==> config.mk <==
export PLATFORM = sky130hd
export DESIGN_NAME = wb_openram_arbiter
export DESIGN_NICKNAME = d
export VERILOG_FILES = /design/src/rtl/wb_openram_pkg.sv /design/src/rtl/rr_arbiter2.sv /design/src/rtl/wb_openram_arbiter.sv
export SDC_FILE = /design/constraint.sdc
export NUM_CORES = 1
export LEC_CHECK = 0
export CAP_MARGIN = 5
export CORE_UTILIZATION = 41
export DETAILED_ROUTE_END_ITERATION = 7
export PLACE_DENSITY = 0.91
export SLEW_MARGIN = 0
export SYNTH_ARGS = -nofsm -noshare
export SYNTH_HDL_FRONTEND = slang
export SYNTH_SLANG_ARGS = --single-unit
==> constraint.sdc <==
create_clock -name wb_clk_i -period 2.82 [get_ports wb_clk_i]
set_clock_uncertainty 0.2 [all_clocks]
set_input_delay 0.564 -clock wb_clk_i [delete_from_list [all_inputs] [get_ports wb_clk_i]]
set_output_delay 0.564 -clock wb_clk_i [all_outputs]
set_load 0.01 [all_outputs]
==> src/rtl/wb_openram_pkg.sv <==
`default_nettype none
// ============================================================================
// Module   : wb_openram_pkg
// Purpose  : Shared types and constants for the OpenRAM port-0 arbiter.
// Revision : 1.0 - initial release
// ============================================================================
package wb_openram_pkg;

  typedef enum logic [1:0] {
    S_IDLE    = 2'd0,
    S_ACCESS  = 2'd1,
    S_RD_WAIT = 2'd2,
    S_ACK     = 2'd3
  } state_t;

  localparam logic PORT_A = 1'b0;
  localparam logic PORT_B = 1'b1;

  // sky130_sram_1kbyte_1rw1r_32x256_8 geometry
  localparam int SRAM_WORDS  = 256;
  localparam int SRAM_WIDTH  = 32;
  localparam int SRAM_MASK_W = SRAM_WIDTH / 8;

endpackage
`default_nettype wire

==> src/rtl/rr_arbiter2.sv <==
`default_nettype none
// ============================================================================
// Module   : rr_arbiter2
// Purpose  : Two-input round-robin arbiter; a tie goes to the port that did
//            not win last. The winner is remembered on each advance.
// Revision : 1.0 - initial release
// ============================================================================
module rr_arbiter2
  import wb_openram_pkg::*;
(
  input  logic       clk,
  input  logic       rst_n,
  input  logic [1:0] i_req,
  input  logic       i_advance,
  output logic [1:0] o_grant
);

  logic r_last_grant;

  always_comb begin
    o_grant = 2'b00;
    case (i_req)
      2'b01:   o_grant = 2'b01;
      2'b10:   o_grant = 2'b10;
      2'b11:   o_grant = (r_last_grant == PORT_B) ? 2'b01 : 2'b10;
      default: o_grant = 2'b00;
    endcase
  end

  // Reset to B so that A wins the first tie
  always_ff @(posedge clk or negedge rst_n) begin
    if (!rst_n) begin
      r_last_grant <= PORT_B;
    end else if (i_advance && (|i_req)) begin
      r_last_grant <= o_grant[1];
    end
  end

endmodule
`default_nettype wire

==> src/rtl/wb_openram_arbiter.sv <==
`default_nettype none
// ============================================================================
// Module   : wb_openram_arbiter
// Purpose  : Shares OpenRAM RW port 0 between the management bus (A) and the
//            user rambus (B) with round-robin grant and write gating.
// Revision : 1.0 - initial release
// ============================================================================
module wb_openram_arbiter
  import wb_openram_pkg::*;
#(
  parameter int ADDR_WIDTH = 8,
  parameter int DATA_WIDTH = 32
) (
  input  logic                    wb_clk_i,
  input  logic                    wb_rst_ni,
  input  logic                    write_port_sel_i,
  input  logic                    a_stb_i,
  input  logic                    a_cyc_i,
  input  logic                    a_we_i,
  input  logic [DATA_WIDTH/8-1:0] a_sel_i,
  input  logic [ADDR_WIDTH-1:0]   a_adr_i,
  input  logic [DATA_WIDTH-1:0]   a_dat_i,
  output logic                    a_ack_o,
  output logic [DATA_WIDTH-1:0]   a_dat_o,
  input  logic                    b_stb_i,
  input  logic                    b_cyc_i,
  input  logic                    b_we_i,
  input  logic [DATA_WIDTH/8-1:0] b_sel_i,
  input  logic [ADDR_WIDTH-1:0]   b_adr_i,
  input  logic [DATA_WIDTH-1:0]   b_dat_i,
  output logic                    b_ack_o,
  output logic [DATA_WIDTH-1:0]   b_dat_o,
  output logic                    ram_clk0,
  output logic                    ram_csb0,
  output logic                    ram_web0,
  output logic [DATA_WIDTH/8-1:0] ram_wmask0,
  output logic [ADDR_WIDTH-1:0]   ram_addr0,
  output logic [DATA_WIDTH-1:0]   ram_din0,
  input  logic [DATA_WIDTH-1:0]   ram_dout0,
  output logic [1:0]              grant_o,
  output logic                    denied_o
);

  state_t                  r_state, w_state_nxt;
  logic                    r_port, w_port_nxt;
  logic                    r_we, w_we_nxt;
  logic [1:0]              r_grant, w_grant_nxt;
  logic                    r_ram_csb, w_ram_csb_nxt;
  logic                    r_ram_web, w_ram_web_nxt;
  logic [DATA_WIDTH/8-1:0] r_ram_wmask, w_ram_wmask_nxt;
  logic [ADDR_WIDTH-1:0]   r_ram_addr, w_ram_addr_nxt;
  logic [DATA_WIDTH-1:0]   r_ram_din, w_ram_din_nxt;
  logic                    r_a_ack, w_a_ack_nxt;
  logic                    r_b_ack, w_b_ack_nxt;
  logic [DATA_WIDTH-1:0]   r_a_dat, w_a_dat_nxt;
  logic [DATA_WIDTH-1:0]   r_b_dat, w_b_dat_nxt;
  logic                    r_denied, w_denied_nxt;

  logic                    w_a_valid, w_b_valid;
  logic [1:0]              w_gnt;
  logic                    w_gnt_port;
  logic                    w_req_we;
  logic [DATA_WIDTH/8-1:0] w_req_sel;
  logic [ADDR_WIDTH-1:0]   w_req_adr;
  logic [DATA_WIDTH-1:0]   w_req_dat;
  logic                    w_owner_cyc;

  assign w_a_valid   = a_stb_i & a_cyc_i;
  assign w_b_valid   = b_stb_i & b_cyc_i;
  assign w_gnt_port  = w_gnt[1];
  assign w_req_we    = w_gnt_port ? b_we_i  : a_we_i;
  assign w_req_sel   = w_gnt_port ? b_sel_i : a_sel_i;
  assign w_req_adr   = w_gnt_port ? b_adr_i : a_adr_i;
  assign w_req_dat   = w_gnt_port ? b_dat_i : a_dat_i;
  assign w_owner_cyc = (r_port == PORT_B) ? b_cyc_i : a_cyc_i;

  rr_arbiter2 u_rr_arbiter2 (
    .clk       (wb_clk_i),
    .rst_n     (wb_rst_ni),
    .i_req     ({w_b_valid, w_a_valid}),
    .i_advance (r_state == S_IDLE),
    .o_grant   (w_gnt)
  );

  always_comb begin
    w_state_nxt     = r_state;
    w_port_nxt      = r_port;
    w_we_nxt        = r_we;
    w_grant_nxt     = r_grant;
    w_ram_csb_nxt   = 1'b1;
    w_ram_web_nxt   = 1'b1;
    w_ram_wmask_nxt = r_ram_wmask;
    w_ram_addr_nxt  = r_ram_addr;
    w_ram_din_nxt   = r_ram_din;
    w_a_ack_nxt     = 1'b0;
    w_b_ack_nxt     = 1'b0;
    w_a_dat_nxt     = r_a_dat;
    w_b_dat_nxt     = r_b_dat;
    w_denied_nxt    = 1'b0;

    case (r_state)
      S_IDLE: begin
        if (|w_gnt) begin
          w_grant_nxt = w_gnt;
          w_port_nxt  = w_gnt_port;
          w_we_nxt    = w_req_we;
          // Write from the non-writable port: acknowledge without touching the SRAM
          if (w_req_we && (w_gnt_port != write_port_sel_i)) begin
            w_denied_nxt = 1'b1;
            w_state_nxt  = S_ACK;
            if (w_gnt_port == PORT_B) w_b_ack_nxt = 1'b1;
            else                      w_a_ack_nxt = 1'b1;
          end else begin
            w_ram_csb_nxt   = 1'b0;
            w_ram_web_nxt   = ~w_req_we;
            w_ram_wmask_nxt = w_req_we ? w_req_sel : '0;
            w_ram_addr_nxt  = w_req_adr;
            w_ram_din_nxt   = w_req_dat;
            w_state_nxt     = S_ACCESS;
          end
        end
      end
      S_ACCESS: begin
        if (!w_owner_cyc) begin
          w_state_nxt = S_IDLE;
          w_grant_nxt = 2'b00;
        end else if (r_we) begin
          w_state_nxt = S_ACK;
          if (r_port == PORT_B) w_b_ack_nxt = 1'b1;
          else                  w_a_ack_nxt = 1'b1;
        end else begin
          w_state_nxt = S_RD_WAIT;
        end
      end
      S_RD_WAIT: begin
        if (!w_owner_cyc) begin
          w_state_nxt = S_IDLE;
          w_grant_nxt = 2'b00;
        end else begin
          w_state_nxt = S_ACK;
          if (r_port == PORT_B) begin
            w_b_dat_nxt = ram_dout0;
            w_b_ack_nxt = 1'b1;
          end else begin
            w_a_dat_nxt = ram_dout0;
            w_a_ack_nxt = 1'b1;
          end
        end
      end
      S_ACK: begin
        w_state_nxt = S_IDLE;
        w_grant_nxt = 2'b00;
      end
      default: begin
        w_state_nxt = S_IDLE;
        w_grant_nxt = 2'b00;
      end
    endcase
  end

  always_ff @(posedge wb_clk_i or negedge wb_rst_ni) begin
    if (!wb_rst_ni) begin
      r_state     <= S_IDLE;
      r_port      <= PORT_A;
      r_we        <= 1'b0;
      r_grant     <= 2'b00;
      r_ram_csb   <= 1'b1;
      r_ram_web   <= 1'b1;
      r_ram_wmask <= '0;
      r_ram_addr  <= '0;
      r_ram_din   <= '0;
      r_a_ack     <= 1'b0;
      r_b_ack     <= 1'b0;
      r_a_dat     <= '0;
      r_b_dat     <= '0;
      r_denied    <= 1'b0;
    end else begin
      r_state     <= w_state_nxt;
      r_port      <= w_port_nxt;
      r_we        <= w_we_nxt;
      r_grant     <= w_grant_nxt;
      r_ram_csb   <= w_ram_csb_nxt;
      r_ram_web   <= w_ram_web_nxt;
      r_ram_wmask <= w_ram_wmask_nxt;
      r_ram_addr  <= w_ram_addr_nxt;
      r_ram_din   <= w_ram_din_nxt;
      r_a_ack     <= w_a_ack_nxt;
      r_b_ack     <= w_b_ack_nxt;
      r_a_dat     <= w_a_dat_nxt;
      r_b_dat     <= w_b_dat_nxt;
      r_denied    <= w_denied_nxt;
    end
  end

  assign ram_clk0   = wb_clk_i;
  assign ram_csb0   = r_ram_csb;
  assign ram_web0   = r_ram_web;
  assign ram_wmask0 = r_ram_wmask;
  assign ram_addr0  = r_ram_addr;
  assign ram_din0   = r_ram_din;
  assign a_ack_o    = r_a_ack;
  assign b_ack_o    = r_b_ack;
  assign a_dat_o    = r_a_dat;
  assign b_dat_o    = r_b_dat;
  assign grant_o    = r_grant;
  assign denied_o   = r_denied;

endmodule
`default_nettype wire

After elaboration in Yosys (flattened, before gate mapping) --
Cells that the tools add are included.
Word-level totals: register bits after elaboration 120, input bits 129, output and inout port bits 116
Operators by class: eq/ne operators 9, multiplexer cells 41, bitwise logic cells 5, reductions and logical operators 11
Operators by type and width (number):
- $mux W32 | 1
- $mux W1 | 25
- $mux W2 | 7
- $pmux W2 S3 | 2
- $reduce_and A3 Y1 | 3
- $eq A2 B2 Y1 const B | 4
- $mux W4 | 2
- $mux W8 | 1
- $pmux W2 S4 | 1
- $pmux W1 S3 | 2
- $reduce_or A2 Y1 | 3
- $eq A2 B1 Y1 const B | 2
- $ne A2 B2 Y1 const B | 2
- $reduce_and A2 Y1 | 2
- $not A1 Y1 | 3
- $and A1 B1 Y1 | 2
- $logic_and A1 B1 Y1 | 2
- $logic_not A2 Y1 | 1
- $ne A1 B1 Y1 | 1

Longest topological paths before layout --
depth in word-level cells 8, depth in mapped cells 7

Hierarchy --
From an unflattened synthesis, not the netlist that was laid out.
Second synthesis, totals: cells, all modules 508, area total of the unflattened synthesis 6212.2 µm²
Modules (own cells, without submodules):
- wb_openram_arbiter | instances 1, cells each 502, area an instance 6155.9 µm², sequential area each 2980.4 µm²
- rr_arbiter2 | instances 1, cells each 6, area an instance 56.3 µm², sequential area each 26.3 µm²

==> impl_metrics.tcl <==
set metrics [dict create \
    combPwrFrac 0.397 \
    path_buf_inv 3 \
    synth.avg_cell_area_um2 14.99 \
    synth-main-ff-cell "dfrtp_1" \
    clk_pin_slew_ns 0.05 \
    required_ns 2.06 \
    p_seq_frac 0.323 \
    seqCellArea_um2 3007 \
    finish.utilization 0.7146 \
    design.die.area_um2 13030 \
    crit_path_end_kind "output pin" \
    synth_edf_count 0 \
    drtIter0Drc 132 \
    route.detailed.drc 0 \
    dp_hpwl_um 10310 \
    cts_setup_buffers 0 \
    start_kind "clock port" \
    rsz0062_at_grt "no" \
    grt_pass1_vias 4477 \
    fin_cells 793 \
    multiInputGateArea_um2 2018 \
    dieWidth_um 114.1 \
    portBuffers 244 \
    netlist_instances 344 \
    grt_pass1_wl_um 22120 \
    overflow 0 \
    cp_common_cell "clkbuf_16" \
    p_sw_frac 0.2799 \
    avgRoutedWirePerCell_um 17.26 \
    fillCellCount 833 \
    viasPerCell 4.881 \
    p_leak_nw 3.697 \
    status "complete, no violations" \
    wl_um 13690 \
    async_flop_share 1.000 \
    setup_viol 0 \
    seq_area_frac_synth 0.5831 \
    grt_usage 0.2230 \
    slew_headroom 0.5847 \
    pin_count 245 \
    p_int_mw 6.741 \
    path_cells "clkbuf_16, clkbuf_16, dlygate4sd2_1" \
    diodes 0 \
    die_h_um 114.1 \
    synth.top_cell.area_share 0.5678 \
    antenna_found_initial 0 \
    critPathKind "clock port to output pin" \
    yosysWarnings 0 \
    total_power_mw 9.362 \
    nets 745 \
    core_area_um2 12110 \
    gp_congestion 0.9109 \
    grt_max_degree 59 \
    switching_power_mw 2.621 \
    arrival_ns 1.93 \
    rr_startpoint "r_state[0]" \
    vias 3871 \
    p_clk_frac 0.280 \
    crit_family "buffers and inverters" \
    worst_pin_slew_ns 0.6229 \
    ant_nets 0 \
    tns_ns 0 \
    ys_ff_latch 120 \
    worst_ir_drop_vdd_uv 624.1 \
    placed_cells 757 \
    start_util 0.4257 \
    power_density_nw_per_um2 1082 \
    dr.pass1.iters 4 \
    synth_area_leader_cell "dfrtp_1" \
    hp-class "flip-flop to flip-flop" \
    cts_tree "built" \
    drive_above_1_share 0.3248 \
    synth.distinct_cells 34 \
    netlist_top_cells_area "dfrtp_1 57%, mux2_2 31%, dfstp_2 1.5%, buf_6 1.1%, ha_1 0.97%" \
    worstHoldStart "ram_din0[11]" \
    startpoint "wb_clk_i" \
    row_count 40 \
    drv_cap 0 \
    syn_to_final_growth_pct 67.85 \
    syn_nets 477 \
    crit_path_max_incr_delay_ns 0.28 \
    clock_latency_ns 0.50 \
    slew_viol_final 0 \
    final_hold_viol_count 0 \
    crit_path_top_delay_cell "dlygate4sd2_1" \
    syn_area_um2 5156 \
    crit_path_max_fanout 2 \
]
==> layout make-up <==
cell class	instances	area share
clock buffers	25	0.06405
clock inverters	11	0.02241
inverters	7	0.003036
multi-input cells	199	0.2332
flip-flops and latches	120	0.3474
well taps	168	0.02429
repair buffers	263	0.3056
==> sequential cells by signal (all words and copies together) (netlist names), 2 cells and up <==
register    flops
a_dat_o        32
b_dat_o        32
grant_o         2
r_state         2
ram_addr0       8
ram_din0       32
ram_wmask0      4
==> what timing repair did <==
action,4_1_cts,5_1_grt
hold buffers,1,0
setup endpoints to repair,1,0
hold endpoints to repair,42,0
resized for setup,1,0
==> path summary, 6_finish.rpt <==
| kind | to | slack [ns] | cells after the start |
|---|---|---|---|
| setup / recovery | ram_clk0 | 0.12 | 3 |
| hold / removal | ram_din0[11] | 0.29 | 1 |
| setup reg to reg | ram_din0[13] | 0.53 | 6 |
| hold reg to reg | ram_din0[11] | 0.29 | 1 |
| max in group asynchronous | a_dat_o[9] | 1.26 | 3 |
| min in group asynchronous | ram_addr0[7] | 0.41 | 2 |
==> cell usage after synthesis, drive strengths merged, types with 2 or more instances <==
cell type,n
dfstp,3
a32o,2
a21oi,2
buf,11
mux2,145
inv,7
nand2,9
nand3,4
ha,4
nor2,6
nor2b,2
mux2i,4
a22o,2
dfrtp,117
o22ai,4
a31oi,2
clkbuf,7
==> logic make-up after synthesis <==
| family | synth area share |
|---|---|
| fa+ha+maj | 0.009707 |
| simple gates | 0.02669 |
| mux | 0.3244 |
| buf+inv | 0.02645 |
| compound gates | 0.02961 |
| flops | 0.5831 |
==> metal layers <==
metal / global-route usage / vias up / part of all wire
met5: 0 / - / 0
met4: 0.08745 / 0 / 0.018
met3: 0.09529 / 22 / 0.096
met2: 0.4089 / 180 / 0.53
met1: 0.2210 / 1885 / 0.35
li1: - / 1784 / -
==> cell usage in the layout (no fill, tap or decap), types with 3 or more instances in the layout <==
cell / netlist / final
clkdlybuf4s50_1: 0 / 242
mux2_2: 143 / 143
dfrtp_1: 117 / 117
clkbuf_16: 0 / 20
buf_4: 1 / 15
nand2_1: 9 / 9
inv_1: 7 / 7
nor2_1: 6 / 6
bufinv_16: 0 / 5
buf_12: 0 / 5
mux2i_1: 4 / 4
o22ai_1: 4 / 4
ha_1: 4 / 4
nand3_1: 4 / 3
clkinv_4: 0 / 3
clkbuf_8: 0 / 3
dfstp_2: 3 / 3
==> power groups by stage <==
| stage | clock network, mW | registers (mW) | logic [mW] |
|---|---|---|---|
| global route | 2.74 | 3.14 | 3.97 |
| detailed placement | 0.0361 | 3.05 | 3.72 |
| floorplan | 0.0292 | 3.37 | 1.16 |
| finish | 2.62 | 3.03 | 3.72 |
| CTS | 2.67 | 3.04 | 3.76 |
| global placement | 0.0361 | 2.99 | 3.61 |
==> metrics by stage <==
| step | hold slack, ns | area, um2 | setup WS, ns |
|---|---|---|---|
| final | 0.2859 | 8655 | 0.1213 |
| after global placement | 0.2690 | 7906 | 0.009371 |
| after CTS | 0.2900 | 8655 | 0.1147 |
| after floorplan | 0.06841 | 5156 | 0.3545 |
| after detailed placement | 0.2786 | 7906 | -0.04565 |
| after global routing | 0.3089 | 8655 | 0.1168 |
Note: power is estimated with default switching activity, not from simulation.
